[src/rtl/vreg_pkg.sv]
// vreg_pkg: shared vector-register geometry and types for the write arbiter.
package vreg_pkg;
  parameter int VECTOR_SIZE = 8;
  parameter int ELEM_W = 32;
  parameter int VREG_COUNT = 32;
  parameter int VREG_ADDR_W = 5;
  typedef logic [ELEM_W-1:0] vreg_vec_t [VECTOR_SIZE];
endpackage

[src/rtl/rr_arbiter.sv]
// rr_arbiter: round-robin pick of the first set request at or after ptr, wrapping.
module rr_arbiter #(
  parameter int N = 4
) (
  input  logic [N-1:0] req,
  input  logic [2:0]   ptr,
  output logic [N-1:0] grant,
  output logic [2:0]   idx
);
  logic [2*N-1:0] dbl;
  logic [N-1:0] rot;
  always_comb begin
    dbl = {req, req} >> ptr;
    rot = dbl[N-1:0];
    idx = '0;
    // Scanning downward lets the smallest offset from ptr win.
    for (int i = N-1; i >= 0; i--)
      if (rot[i]) idx = 3'((int'(ptr) + i) % N);
    grant = (|req) ? N'(1) << idx : '0;
  end
endmodule

[src/rtl/vreg_write_arbiter.sv]
// vreg_write_arbiter: round-robin arbitration of vector register writes with a registered write port.
// Define VREG_WRITE_ARBITER_STATS_EN to add saturating grant_cnt/drop_cnt counters.
module vreg_write_arbiter
  import vreg_pkg::*;
#(
  parameter int NUM_REQ = 4,
  parameter int VECTOR_SIZE = vreg_pkg::VECTOR_SIZE,
  parameter int ELEM_W = vreg_pkg::ELEM_W
) (
  input  logic                   clk,
  input  logic                   rst,
`ifdef VREG_WRITE_ARBITER_STATS_EN
  output logic [15:0]            grant_cnt [NUM_REQ],
  output logic [15:0]            drop_cnt,
`endif
  input  logic [NUM_REQ-1:0]     req_valid,
  input  logic [VREG_ADDR_W-1:0] req_addr [NUM_REQ],
  input  logic [ELEM_W-1:0]      req_vec [NUM_REQ][VECTOR_SIZE],
  output logic [NUM_REQ-1:0]     req_ready,
  output logic                   we,
  output logic [VREG_ADDR_W-1:0] write_addr,
  output logic [ELEM_W-1:0]      write_vec [VECTOR_SIZE],
  output logic [2:0]             grant_id
);
  logic [2:0] rr_ptr, idx;
  logic [NUM_REQ-1:0] grant;
  logic [VREG_ADDR_W-1:0] sel_addr;
  logic [ELEM_W-1:0] sel_vec [VECTOR_SIZE];
  logic xfer;
  rr_arbiter #(.N(NUM_REQ)) u_rr (
    .req(req_valid),
    .ptr(rr_ptr),
    .grant(grant),
    .idx(idx)
  );
  assign req_ready = rst ? '0 : grant;
  assign xfer = |req_ready;
  always_comb begin
    sel_addr = '0;
    sel_vec = '{default: '0};
    for (int k = 0; k < NUM_REQ; k++)
      if (grant[k]) begin
        sel_addr = req_addr[k];
        sel_vec = req_vec[k];
      end
  end
  always_ff @(posedge clk)
    if (rst) begin
      rr_ptr <= '0;
      we <= 1'b0;
      write_addr <= '0;
      write_vec <= '{default: '0};
      grant_id <= '0;
    end else begin
      // Address 0 is accepted and latched but never written.
      we <= xfer && sel_addr != '0;
      if (xfer) begin
        rr_ptr <= (idx == 3'(NUM_REQ-1)) ? 3'd0 : idx + 3'd1;
        write_addr <= sel_addr;
        write_vec <= sel_vec;
        grant_id <= idx;
      end
    end
`ifdef VREG_WRITE_ARBITER_STATS_EN
  always_ff @(posedge clk)
    if (rst) begin
      grant_cnt <= '{default: '0};
      drop_cnt <= '0;
    end else begin
      for (int k = 0; k < NUM_REQ; k++)
        if (req_ready[k] && grant_cnt[k] != 16'hFFFF) grant_cnt[k] <= grant_cnt[k] + 16'd1;
      if (xfer && sel_addr == '0 && drop_cnt != 16'hFFFF) drop_cnt <= drop_cnt + 16'd1;
    end
`endif
endmodule

[config.mk]
export PLATFORM = sky130hd
export DESIGN_NAME = vreg_write_arbiter
export DESIGN_NICKNAME = d
export VERILOG_FILES = /design/src/rtl/vreg_pkg.sv /design/src/rtl/rr_arbiter.sv /design/src/rtl/vreg_write_arbiter.sv
export SDC_FILE = /design/constraint.sdc
export NUM_CORES = 1
export LEC_CHECK = 0
export ABC_AREA = 1
export BUFFER_PORTS_ARGS = -buffer_cell sky130_fd_sc_hd__buf_2
export CAP_MARGIN = 30
export CORE_AREA = 2 2 515 517
export DETAILED_ROUTE_END_ITERATION = 10
export DIE_AREA = 0 0 517 519
export PLACE_DENSITY_LB_ADDON = 0.08
export SKIP_LAST_GASP = 1
export SYNTH_ARGS = -nofsm -noshare
export SYNTH_HDL_FRONTEND = slang
export SYNTH_SLANG_ARGS = --single-unit
[constraint.sdc]
create_clock -name clk -period 6.83 [get_ports clk]
set_input_delay 1.366 -clock clk [delete_from_list [all_inputs] [get_ports clk]]
set_output_delay 1.366 -clock clk [all_outputs]
set_load 0.005 [all_outputs]
# Word-level counts from Yosys, hierarchy flattened
# Index checks and enable logic that the tools add are counted.
[op_classes]
addsub = 4
n_eq_ne = 1
n_shift = 2
muxes = 15
n_bitwise = 3
n_reduce_logical = 7
[ops]
columns = ["operator", "count"]
rows = [
  ["256-bit two-way mux", 4],
  ["5-bit two-way mux", 4],
  ["3-bit two-way mux", 5],
  ["4-bit two-way mux", 2],
  ["4-bit OR reduction", 2],
  ["8-bit by 3-bit right shift with 4-bit output", 1],
  ["2-bit OR reduction", 3],
  ["5-bit nonzero test", 1],
  ["2-bit adder (second input constant)", 2],
  ["1-bit by 3-bit << shifter with 4-bit output (first input constant)", 1],
  ["3-bit by 1-bit adder with 3-bit output (second input constant)", 1],
  ["1-bit bitwise AND (first input constant)", 3],
  ["3-bit by 2-bit equality test with 1-bit output (second input constant)", 1],
  ["2-bit by 1-bit adder with 2-bit output (second input constant)", 1],
  ["1-bit logical AND", 1],
]
[totals]
ff_bits = 268
inputBits = 1050
out_inout_bits = 269
elab_cells = 44

# Longest topological paths before layout
[depth]
word_depth = 15
depth_mapped = 21
ltp_nobuf = 18

# By module
# Synthesis repeated with hierarchy kept, for this count alone.
[unflattened]
hier_cells = 2689
hier_area_um2 = 15975.3
[by_module_without_submodules]
columns = ["module", "instances", "cells_each", "area_per_inst_um2", "seq_area_each_um2"]
rows = [
  ["vreg_write_arbiter", 1, 2626, 15668.8, 5365.1],
  ["rr_arbiter", 1, 63, 306.5, 0.0],
]

# Worst setup path after synthesis
# OpenSTA, ideal clock, no wires.
[synth_path]
path_type = "input -> output"
start = "in req_valid[1]"
end = "out req_ready[1]"
t_arrival_ns = 2.770
t_required_ns = 5.464
slack_ns = 2.694
path_stages = 11
cell_sequence = "inv_1 -> o21ai_0 -> o21ai_0 -> or2_2 -> nand3_1 -> nand2_1 -> inv_1 -> ha_1 -> clkbuf_1 -> nand2_4 -> nor2_2"
[synth_between]
elab_chain_len = 8
[synth_lines]
columns = ["element", "line_no", "rtl"]
rows = [
  ["from (decl)", "vreg_write_arbiter.sv:16", "input logic [NUM_REQ-1:0] req_valid,"],
  ["8-bit by 3-bit right shift with 4-bit output *", "rr_arbiter.sv:13", "dbl = {req, req} >> ptr;"],
  ["3-bit two-way mux (3 in a row)", "rr_arbiter.sv:18", "if (rot[i]) idx = 3'((int'(ptr) + i) % N);"],
  ["3-bit two-way mux *", "rr_arbiter.sv:18", ""],
  ["net idx[1]", "vreg_write_arbiter.sv:25", "logic [2:0] rr_ptr, idx;"],
  ["1-bit by 3-bit << shifter with 4-bit output *", "rr_arbiter.sv:19", "grant = (|req) ? N'(1) << idx : '0;"],
  ["4-bit two-way mux *", "rr_arbiter.sv:19", ""],
  ["4-bit two-way mux *", "vreg_write_arbiter.sv:36", "assign req_ready = rst ? '0 : grant;"],
  ["to (decl)", "vreg_write_arbiter.sv:19", "output logic [NUM_REQ-1:0] req_ready,"],
]
# Mark *: on every way through the listed nets, which the timed path passes. The rest lies on a longest branch.

# Worst setup path in the final report
[layout_path]
start = "in req_valid[1]"
end = "out req_ready[0]"
# The elaborated chain is that of the path after synthesis.

==> results.md <==
* Status: completed
* Crit-path cells: buf_2 > inv_1 > o21ai_0 > o21ai_0 > or2_2 > nand3_1 > nand2_1 > inv_1 > ha_4 > nand2_4 > nor2_4 > buf_2
* Ys async rst share at 0%
* Final min period at 5050 ps
* Grt ovf at 0
* Vias per cell at 3.54
* CP max stage delay at 380 ps
* Gr busiest metal: met2
* Skew final at 15.9 ps
* Comb pwr share at 73.2%
* Num CTS Buffers at 48
* RSZ-0062 raised after global routing: no
* Avg Inst Size Synth at 6.44 µm²
* Clk Latency, worst-skew pair at 650 ps
* Pre-CTS WS at 1300 ps
* Initial Util at 6.75%
* Yosys Warn Count at 0
* Final setup margin at 1780 ps
* Mapped Cells at 2,761
* Main flop type after synthesis: dfxtp_1
* Most common cell after layout, fill and taps aside: buf_2
* Seq pwr share at 13.6%
* WS Path Type: in2out
* CTS tree: built
* Fin. max-slew vios at 0
* Gr usage total at 14.1%
* Post-synthesis cell area at 17,800 µm²
* Clk sinks at 266
* Met3 Track Usage GR at 6.15%
* VDD IR-drop max at 0.000409 V
* Critical path data required time at 5460 ps
* Via count at 26,576
* Met2 Use GR at 23.1%
* Pwr dens at 619 nW/µm²
* R2r setup slk at 2420 ps
* Worst slew pin tran at 1170 ps
* Most frequent cells in the layout: buf_2, nand3_1, a21oi_1, nand2_1, o21ai_0
* Hold EP: write_vec[204]
* First-pass GRT wire length at 260 mm
* RR Startpoint: rr_ptr[0]
* P_sw at 11.0 mW
* Sequential area share after synthesis at 30.0%
* Min-Delay Path Class: reg2reg
* Post-DR wirelength/cell at 26.5 µm
* Pin count of the biggest net entering global routing at 148
* Fmax at 0.198 GHz
* Pint at 7.50 mW
* Area Growth Syn to Fin at 68.6%
* Root buf cell: clkbuf_16
* Post-synth EDFFs at 0
* Pre-Repair DR Iteration Count at 5
* Number of global-route vias before repair at 27,125
* Worst path slowest cell: ha_4
* Routed wire length at 199 mm
* Final Hold Fails at 0
* Worst-path clk slew at 60 ps
* Die X at 517 µm
* Met1 GRT Util at 16.9%
* # resized after CTS at 0
* H-tree Lvls at 2
* Initial antenna violation count at 186
* Core ar. at 263,000 µm²
* DRC at 0
* #FFs+latches synth at 266
* Final worst path period share at 74.0%
* Detailed Place HPWL at 157 mm
* Die height at 519 µm
* Distinct cells, synth at 30
* I/O pin cnt at 1,319
* Power Total at 18.6 mW
* Reg-to-reg endpoint: write_vec[17]
* Layout cell share with drive strength beyond 1 at 37.9%
* Core Util, Final at 11.4%
* Final ANT Viol Nets at 0
* Switching share of power at 59.6%
* Design area at 30,000 µm²
* DR iter-0 viols at 1,480
* Setup total negative slack at 0 ps
* Hold Crit Start: write_vec[204]
* Worst R2R Path Depth at 17
* Leakage at 13.3 nW
* # Post-CTS Setup Buffers at 0
* Hold-fix buffers, CTS at 0
* Row count at 189
* Crit end category: output port
* Arrival time worst endpoint at 3690 ps
* Worst hold path depth at 2
* # nets final at 4,924
* Slew headroom at 21.9%
* Worst Path Max Fanout at 27
* Fill cells at 31,330
* Gpl congestion at 0.795
* Longest Clk Path Bufs at 3
* Die footprint at 268,000 µm²
* Net Count, Synth at 3,815
* Setup Viol. Count Final at 0
* Max Cap Viol at 0
* IO buf count at 1,317
* Clock power share at 13.3%
* Dpl cell area at 28,300 µm²
* CP Launch Type: input pin
==> worst max-delay path, delay by kind of cell <==
kind	cells	cell delay [ps]
and+or+nand+nor	5	1070
adders and majority gates	1	380
buffers and inverters	4	550
AOI/OAI and AO/OA	2	300
==> metrics by stage <==
stage	cells	hold WS, ps
after floorplan	2761	454
after global placement	7351	464
after detailed placement	7353	467
after CTS	7435	475
after global routing	7473	499
final	7506	471
==> synth_stat cells (2+ instances only) <==
cell	instances	share of area [%]
nand3b_1	7	0.30
nor2_4	2	0.13
buf_1	23	0.49
o21ai_1	10	0.28
ha_1	4	0.28
o22ai_1	79	2.8
nand4_1	179	6.3
nand2_1	344	7.3
inv_2	2	0.042
inv_1	104	2.2
or2_2	3	0.11
clkbuf_1	215	4.5
nand3_1	456	13
o211ai_1	181	7.6
a21boi_0	3	0.13
o21ai_0	332	9.3
a21o_1	2	0.084
buf_4	16	0.68
buf_2	72	2.0
nor2_2	2	0.070
a21oi_1	357	10
nand2_2	2	0.070
nand2_4	4	0.25
dfxtp_1	266	30
nor2_1	90	1.9
buf_6	2	0.13
==> layout make-up <==
type / count / area [µm²] / area share (%)
Sequential cell: 266 / 5330 / 17.8
Antenna cell: 71 / 178 / 0.593
Timing Repair Buffer: 1387 / 7430 / 24.8
Clock inverter: 14 / 82.6 / 0.276
Multi-Input combinational cell: 2059 / 10700 / 35.8
Clock buffer: 68 / 1380 / 4.60
Tap cell: 3533 / 4420 / 14.7
Inverter: 108 / 442 / 1.47
==> routing by layer <==
metal / vias to the layer above / routed length [µm]
met2: 1237 / 90100
met3: 326 / 21900
met1: 12563 / 81300
met4: 120 / 4730
met5: - / 724
li1: 12330 / -
==> cell families after synthesis <==
| group | after synthesis | share of synthesized area, % |
|---|---|---|
| simple gates | 1089 | 29.2 |
| buf+inv | 436 | 10.1 |
| compound gates | 964 | 30.3 |
| xor+xnor | 1 | 0.0493 |
| flops | 266 | 30.0 |
| fa+ha+maj | 4 | 0.282 |
| other cells | 1 | 0.0211 |
==> how the worst max path moves through the flow <==
stage,startpoint,cells after the start,slack [ps],to
2_1_floorplan,req_valid[1],11,2690,req_ready[1]
3_3_place_gp,req_valid[1],18,1250,write_vec[17]
3_5_place_dp,req_valid[1],18,1300,write_vec[17]
4_1_cts,req_valid[1],12,1760,req_ready[0]
5_1_grt,req_valid[1],12,1580,req_ready[0]
6_report,req_valid[1],12,1780,req_ready[0]
==> flip-flops by register name (all words and copies together) (netlist names) <==
register,count
rr_ptr,2
write_addr,5
we,1
grant_id,2
write_vec,256
==> power groups by stage <==
stage	Combinational (mW)	Sequential, mW	Clock (mW)
finish	13.6	2.52	2.46
global route	15.2	2.59	2.62
CTS	14.1	2.54	2.58
detailed placement	14.1	2.56	0
global placement	14.2	2.56	0
floorplan	7.48	2.47	0
Power figures use the tool's default switching activity.
